--- src/rtl/hack_loader_pkg.sv ---
`default_nettype none
// ============================================================================
// Module   : hack_loader_pkg
// Brief    : Shared widths and loader state encoding for the HACK boot loader.
// Revision : 1.0
// ============================================================================
package hack_loader_pkg;

    localparam int BYTE_W = 8;
    localparam int WORD_W = 16;
    localparam int ADDR_W = 15;  // matches the CPU pc/addressM width

    typedef enum logic [2:0] {
        S_LEN_HI  = 3'd0,
        S_LEN_LO  = 3'd1,
        S_DATA_HI = 3'd2,
        S_DATA_LO = 3'd3,
        S_SUM_HI  = 3'd4,
        S_SUM_LO  = 3'd5,
        S_RUN     = 3'd6,
        S_FAIL    = 3'd7
    } state_t;

endpackage
`default_nettype wire

--- src/rtl/hack_loader_sum16.sv ---
`default_nettype none
// ============================================================================
// Module   : loader_sum16
// Brief    : Mod-2^16 running sum of image data words, with clear and add-enable.
// Revision : 1.0
// ============================================================================
module loader_sum16
    import hack_loader_pkg::*;
(
    input  logic              clk,
    input  logic              rst,
    input  logic              clr,
    input  logic              add_en,
    input  logic [WORD_W-1:0] add_val,
    output logic [WORD_W-1:0] sum
);

    logic [WORD_W-1:0] sum_q;
    logic [WORD_W-1:0] sum_d;

    always_comb begin
        sum_d = sum_q;
        if (clr) begin
            sum_d = '0;
        end else if (add_en) begin
            sum_d = sum_q + add_val;
        end
    end

    always_ff @(posedge clk or negedge rst) begin
        if (!rst) begin
            sum_q <= '0;
        end else begin
            sum_q <= sum_d;
        end
    end

    assign sum = sum_q;

endmodule
`default_nettype wire

--- src/rtl/hack_loader.sv ---
`default_nettype none
// ============================================================================
// Module   : hack_loader
// Brief    : Byte-stream boot loader; writes a checksummed image into HACK imem.
// Revision : 1.0
// ============================================================================
module hack_loader
    import hack_loader_pkg::*;
#(
    parameter int DEPTH = 32768
) (
    input  logic              clk,
    input  logic              rst,
    input  logic              reload,
    input  logic [BYTE_W-1:0] rx_data,
    input  logic              rx_valid,
    output logic              rx_ready,
    output logic              imem_we,
    output logic [ADDR_W-1:0] imem_addr,
    output logic [WORD_W-1:0] imem_wdata,
    output logic              cpu_rst,
    output logic              busy,
    output logic              done,
    output logic              error,
    output logic [WORD_W-1:0] words_loaded
);

    state_t            state_q, state_d;
    logic [BYTE_W-1:0] hi_q, hi_d;
    logic [WORD_W-1:0] len_q, len_d;
    logic [WORD_W-1:0] cnt_q, cnt_d;
    logic              ovf_q, ovf_d;
    logic              we_q, we_d;
    logic [ADDR_W-1:0] addr_q, addr_d;
    logic [WORD_W-1:0] wdata_q, wdata_d;
    logic              rx_ready_q, rx_ready_d;
    logic              cpu_rst_q, cpu_rst_d;
    logic              busy_q, busy_d;
    logic              done_q, done_d;
    logic              error_q, error_d;

    logic              accept;
    logic              add_en;
    logic [WORD_W-1:0] rx_word;
    logic [WORD_W-1:0] acc;

    assign accept  = rx_valid && rx_ready_q;
    assign rx_word = {hi_q, rx_data};

    loader_sum16 u_sum (
        .clk     (clk),
        .rst     (rst),
        .clr     (reload),
        .add_en  (add_en),
        .add_val (rx_word),
        .sum     (acc)
    );

    always_comb begin
        state_d = state_q;
        hi_d    = hi_q;
        len_d   = len_q;
        cnt_d   = cnt_q;
        ovf_d   = ovf_q;
        we_d    = 1'b0;
        addr_d  = addr_q;
        wdata_d = wdata_q;
        add_en  = 1'b0;

        // reload outranks a coincident byte, which is simply dropped
        if (reload) begin
            state_d = S_LEN_HI;
            cnt_d   = '0;
            ovf_d   = 1'b0;
        end else if (accept) begin
            case (state_q)
                S_LEN_HI: begin
                    hi_d    = rx_data;
                    state_d = S_LEN_LO;
                end
                S_LEN_LO: begin
                    len_d   = rx_word;
                    state_d = (rx_word == '0) ? S_SUM_HI : S_DATA_HI;
                end
                S_DATA_HI: begin
                    hi_d    = rx_data;
                    state_d = S_DATA_LO;
                end
                S_DATA_LO: begin
                    add_en = 1'b1;
                    cnt_d  = cnt_q + 16'd1;
                    if ({16'd0, cnt_q} < 32'(DEPTH)) begin
                        we_d    = 1'b1;
                        addr_d  = cnt_q[ADDR_W-1:0];
                        wdata_d = rx_word;
                    end else begin
                        ovf_d = 1'b1;
                    end
                    state_d = (cnt_d == len_q) ? S_SUM_HI : S_DATA_HI;
                end
                S_SUM_HI: begin
                    hi_d    = rx_data;
                    state_d = S_SUM_LO;
                end
                S_SUM_LO: begin
                    state_d = (rx_word == acc && !ovf_q) ? S_RUN : S_FAIL;
                end
                default: ;
            endcase
        end

        // Status outputs are registered copies of the next-state decode
        rx_ready_d = (state_d != S_RUN) && (state_d != S_FAIL);
        busy_d     = rx_ready_d;
        done_d     = (state_d == S_RUN);
        error_d    = (state_d == S_FAIL);
        cpu_rst_d  = (state_d != S_RUN);
    end

    always_ff @(posedge clk or negedge rst) begin
        if (!rst) begin
            state_q    <= S_LEN_HI;
            hi_q       <= '0;
            len_q      <= '0;
            cnt_q      <= '0;
            ovf_q      <= 1'b0;
            we_q       <= 1'b0;
            addr_q     <= '0;
            wdata_q    <= '0;
            rx_ready_q <= 1'b1;
            cpu_rst_q  <= 1'b1;
            busy_q     <= 1'b1;
            done_q     <= 1'b0;
            error_q    <= 1'b0;
        end else begin
            state_q    <= state_d;
            hi_q       <= hi_d;
            len_q      <= len_d;
            cnt_q      <= cnt_d;
            ovf_q      <= ovf_d;
            we_q       <= we_d;
            addr_q     <= addr_d;
            wdata_q    <= wdata_d;
            rx_ready_q <= rx_ready_d;
            cpu_rst_q  <= cpu_rst_d;
            busy_q     <= busy_d;
            done_q     <= done_d;
            error_q    <= error_d;
        end
    end

    assign rx_ready     = rx_ready_q;
    assign imem_we      = we_q;
    assign imem_addr    = addr_q;
    assign imem_wdata   = wdata_q;
    assign cpu_rst      = cpu_rst_q;
    assign busy         = busy_q;
    assign done         = done_q;
    assign error        = error_q;
    assign words_loaded = cnt_q;

endmodule
`default_nettype wire

--- config.mk ---
export PLATFORM = sky130hd
export DESIGN_NAME = hack_loader
export DESIGN_NICKNAME = d
export VERILOG_FILES = /design/src/rtl/hack_loader_pkg.sv /design/src/rtl/hack_loader_sum16.sv /design/src/rtl/hack_loader.sv
export SDC_FILE = /design/constraint.sdc
export NUM_CORES = 1
export LEC_CHECK = 0
export CAP_MARGIN = 0
export CORE_MARGIN = 3
export CORE_UTILIZATION = 56
export DETAILED_ROUTE_END_ITERATION = 10
export HOLD_SLACK_MARGIN = 0.15
export PLACE_DENSITY = 0.8
export SYNTH_ARGS = -nofsm -noshare
export SYNTH_HDL_FRONTEND = slang
export SYNTH_SLANG_ARGS = --single-unit
--- constraint.sdc ---
create_clock -name clk -period 3.02 [get_ports clk]
set_input_delay 0.604 -clock clk [delete_from_list [all_inputs] [get_ports clk]]
set_output_delay 0.604 -clock clk [all_outputs]
set_load 0.05 [all_outputs]
# After elaboration in Yosys (flattened, before gate mapping)
# Cells that the tools add are included.
[word_totals]
regBits = 96
output_inout_bits = 53
[classes]
n_mux = 22
bitwise = 1
n_addsub = 2
n_lt_le_gt_ge = 1
reduce_logical = 15
eq_ne = 12
[op_table]
columns = ["cell", "n"]
rows = [
  ["$mux W16", 5],
  ["$eq A16 B16 Y1", 2],
  ["$pmux W3 S6", 1],
  ["$add A16 B1 Y16 const B", 1],
  ["$add A16 B16 Y16", 1],
  ["$logic_not A16 Y1", 1],
  ["$lt A16 B16 Y1 const B", 1],
  ["$eq A3 B3 Y1 const B", 4],
  ["$mux W1", 12],
  ["$mux W3", 4],
  ["$reduce_and A3 Y1", 3],
  ["$eq A3 B2 Y1 const B", 2],
  ["$ne A3 B3 Y1 const B", 2],
  ["$reduce_bool A2 Y1", 3],
  ["$reduce_and A4 Y1", 1],
  ["$eq A3 B1 Y1 const B", 1],
  ["$logic_and A1 B1 Y1", 3],
  ["$logic_not A3 Y1", 1],
  ["$reduce_or A3 Y1", 1],
  ["$ne A2 B2 Y1 const B", 1],
  ["$reduce_and A2 Y1", 1],
  ["$logic_not A1 Y1", 1],
  ["$not A1 Y1", 1],
]

# Longest topological paths before layout
[depth]
depth_word = 8
depth_mapped = 9
ltp_nobuf = 9

# Hierarchy
# Synthesis repeated with hierarchy kept, for this count alone.
[unflattened]
cells_unflattened = 496
hier_area_um2 = 5386.4
[modules_own_cells]
columns = ["module", "instances", "cells_each", "seq_area_each_um2", "area_each_um2"]
rows = [
  ["hack_loader", 1, 334, 2004.4, 3986.3],
  ["loader_sum16", 1, 162, 400.4, 1400.1],
]

# Least setup slack after synthesis
# Ideal clock, no wire load.
[synth_path]
kind = "reg2reg"
startpoint = "register cnt_q[5] (netlist: words_loaded[5])"
endpoint = "register state_q[1]"
setup_ns = 0.124
path_buffers = 2
t_arrival_ns = 2.637
setup_slack_ns = 0.259
stages_incl_launch_ff = 10
path_cell_list = "dfrtp_1 buf_4 nand3_4 buf_6 nor4_1 xnor2_1 nor2_1 a2111o_1 or4_4 o31a_1"
[synth_via]
elab_chain_cells = 6
[synth_rtl]
columns = ["item", "line_no", "text"]
rows = [
  ["start: declaration", "hack_loader.sv:31", "logic [WORD_W-1:0] cnt_q, cnt_d;"],
  ["start signal: assignment", "hack_loader.sv:139", "cnt_q <= cnt_d;"],
  ["$add A16 B1 Y16", "hack_loader.sv:91", "cnt_d = cnt_q + 16'd1;"],
  ["$eq A16 B16 Y1", "hack_loader.sv:99", "state_d = (cnt_d == len_q) ? S_SUM_HI : S_DATA_HI;"],
  ["$mux W3", "hack_loader.sv:99", ""],
  ["$pmux W3 S6", "hack_loader.sv:76", "case (state_q)"],
  ["$mux W3", "hack_loader.sv:75", "end else if (accept) begin"],
  ["$mux W3", "hack_loader.sv:71", "if (reload) begin"],
  ["net state_d[1]", "hack_loader.sv:28", "state_t state_q, state_d;"],
  ["end signal: assignment", "hack_loader.sv:136", "state_q <= state_d;"],
  ["end: declaration", "hack_loader.sv:28", ""],
]
# The timed path passes the listed nets, and every way through them passes these cells.
# A chain may end at the register's enable or synchronous reset.

# Worst setup path in the final report
[layout_path]
startpoint = "input port rx_data[0]"
endpoint = "register u_sum.sum_q[14] (netlist: u_sum.sum[14])"
[layout_via]
elab_chain_cells = 3
[layout_rtl]
columns = ["item", "line_no", "text"]
rows = [
  ["start: declaration", "hack_loader.sv:15", "input logic [BYTE_W-1:0] rx_data,"],
  ["$add A16 B16 Y16", "hack_loader_sum16.sv:26", "sum_d = sum_q + add_val;"],
  ["$mux W16", "hack_loader_sum16.sv:25", "end else if (add_en) begin"],
  ["$mux W16", "hack_loader_sum16.sv:23", "if (clr) begin"],
  ["end signal: assignment", "hack_loader_sum16.sv:34", "sum_q <= sum_d;"],
  ["end: declaration", "hack_loader_sum16.sv:18", "logic [WORD_W-1:0] sum_q;"],
]
# No other way between the ends. The select of a mux whose other input is x is not followed.

==> reports/results.tsv <==
metric	value	unit
Post-Syn Nets	530	
Overflow after GRT	0	
post-route setup slack	0.0191	ns
stages on the worst setup path	11	
Post-Layout Cell Count	695	
CP Data Arrival Time	3.28	ns
Final min period	3.00	ns
first-pass GRT wire length	21.4	mm
Post-CTS Setup Inserts	0	
Root Driver	clkbuf_8	
Synth top cells by count	dfrtp_1 (94), mux2_2 (54), nand2_1 (44), nor2_1 (41), xnor2_1 (30)	
fmax	333	MHz
core area	8890	um2
CTS Buf Count	9	
largest net degree at the start of global routing	50	
number of synthesized flops with an enable pin	0	
Max Clock Skew	0.0112	ns
WP buf/inv	2	
Worst Setup End Kind	flop	
P_leak	0.00274	uW
critical-path maximum fanout	2	
half-perimeter wire length after placement	9.12	mm
die height	103	um
max incr delay on CP	0.44	ns
Starting Density	58.9	%
worst setup path start	rx_data[0]	
synthesized cell area	5240	um2
Synth area leader	dfrtp_1	
drt initial violations	271	
Critical-path top delay cell	a2111oi_1	
I/O pins	65	
PwrDens	519	nW/um2
Clk Latency, worst-skew pair	0.37	ns
Setup-failing EPs final	0	
Worst Setup Path Type	input port to flop	
pre-CTS WS	-0.262	ns
# port buffers	64	
DR DRC count	0	
final hold violations	0	
cell count after synthesis	501	
row count	34	
Vias	4253	
die area	10500	um2
fin nets	611	
Worst Path Required	3.30	ns
Synth area leaders	dfrtp_1 (45%), mux2_2 (12%), xnor2_1 (5.0%)	
syn avg cell area	10.4	um2
Bufs on Longest Clock Path	2	
worst path cell trace	clkdlybuf4s50_1, ha_1, fa_1, a21o_1, a21oi_1, o21ai_1, a2111oi_1, buf_4, o21bai_1, mux2i_1, o31ai_1	
drt wl/cell	18.4	um
count leader, synth	dfrtp_1	
vias per cell	6.12	
Slew headroom	58.0	%
Most used DFF post-synth	dfrtp_1	
Post-Route WL	12.8	mm
sequential share of the synthesized area	45.9	%
delay-heaviest family, CP	compound AO/OA/AOI/OAI gates	
Worst Max-Slew Pin Slew	0.631	ns
DRT Pass-1 Iters	5	
post-layout util	71.8	%
type of origin of the critical path	input port	
Sinks on Clock Net	96	
asr flop ratio synth	100	%
status	finished clean	
CTS resizes	0	
max-slew violation count	0	
placed cells	679	
Ys Warns	0	
H-tree Lvls	3	
worst vdd ir	0.000456	V
RR Startpoint	words_loaded[0]	
diodes inserted	0	
post-route ant nets	0	
CTS tree	done	
initial antenna violation count	0	
RePlAce Congestion	0.893	
layout cells sized above 1	20.3	%
synth-to-layout area growth	21.9	%
synth unique cells	64	
worst reg-to-reg path cell count	8	
period utilization	99.4	%
die width	103	um
total chip power	3310	uW
cts hold-fix bufs	0	
gr usage total	26.1	%
Max Cap Viol	0	
Hold/Removal Path Class	input port to async pin	
Clock transition at path regs	0.11	ns
post-synth top area share	44.9	%
setup TNS	0	ns
vias in the first global route	4170	
synthesis-stage register bit count	96	
[report_power, final]
part / internal, uW / leakage (uW) / switching (uW)
Clock: 408 / 0.000107 / 506
Sequential: 1430 / 0.00127 / 157
Combinational: 363 / 0.00136 / 445
Total: 2200 / 0.00274 / 1110
[layout by cell type (no fill, tap or decap), types with 5 or more instances in the layout]
cell type	count
dfrtp_1	94
clkdlybuf4s50_1	63
mux2_2	54
nand2_1	44
nor2_1	41
buf_4	33
xnor2_1	30
a21oi_1	25
ha_1	16
o21ai_0	14
nor3_1	13
xor2_1	11
inv_1	11
nand3_1	10
nor4_1	10
clkbuf_8	9
or3_1	7
and3_1	6
nor2b_1	6
o21ai_1	5
[layout make-up]
class	instances	area [um2]
multi-input cells	367	2680
fillers	655	2510
flip-flops and latches	96	2400
repair buffers	97	898
well taps	108	135
clock buffers	9	124
clock inverters	7	93.8
inverters	11	41.3
[layer usage]
metal | wire [um] | track usage (%)
met1 | 5550 | 37.1
met2 | 6220 | 41.9
met3 | 907 | 3.86
met4 | 104 | 7.77
met5 | 0 | 0
[state kept, by name, summed over array words and instances, names as in the netlist]
register and flops:
ovf_q 1, words_loaded 16, state_q 3, imem_we 1
imem_wdata 16, busy 1, hi_q 8, cpu_rst 1
done 1, imem_addr 15, error 1, len_q 16
u_sum.sum 16
[through the flow]
stage | instance area (um2) | hold slack [ns]
floorplan | 5240 | 0.308
global placement | 6150 | 0.468
detailed placement | 6150 | 0.480
CTS | 6370 | 0.250
global route | 6380 | 0.268
finish | 6380 | 0.236
[worst paths after layout]
kind                            endpoint  slack [ns]
setup / recovery           u_sum.sum[14]        0.02
hold / removal              imem_addr[8]        0.24
setup reg to reg              state_q[1]        0.29
hold reg to reg             imem_addr[6]        0.50
max in group asynchronous           busy        2.03
min in group clk            imem_addr[6]        0.50
[logic make-up (layout without fill, tap and decap cells)]
family / count (synthesis) / after routing / share of synthesized area (%)
simple gates: 163 / 163 / 16.0
flops: 96 / 96 / 45.9
buf+inv: 38 / 124 / 3.18
fa+ha+maj: 17 / 17 / 4.21
compound gates: 89 / 89 / 11.5
mux: 56 / 56 / 12.0
xor+xnor: 42 / 42 / 7.17
Power figures use the tool's default switching activity.
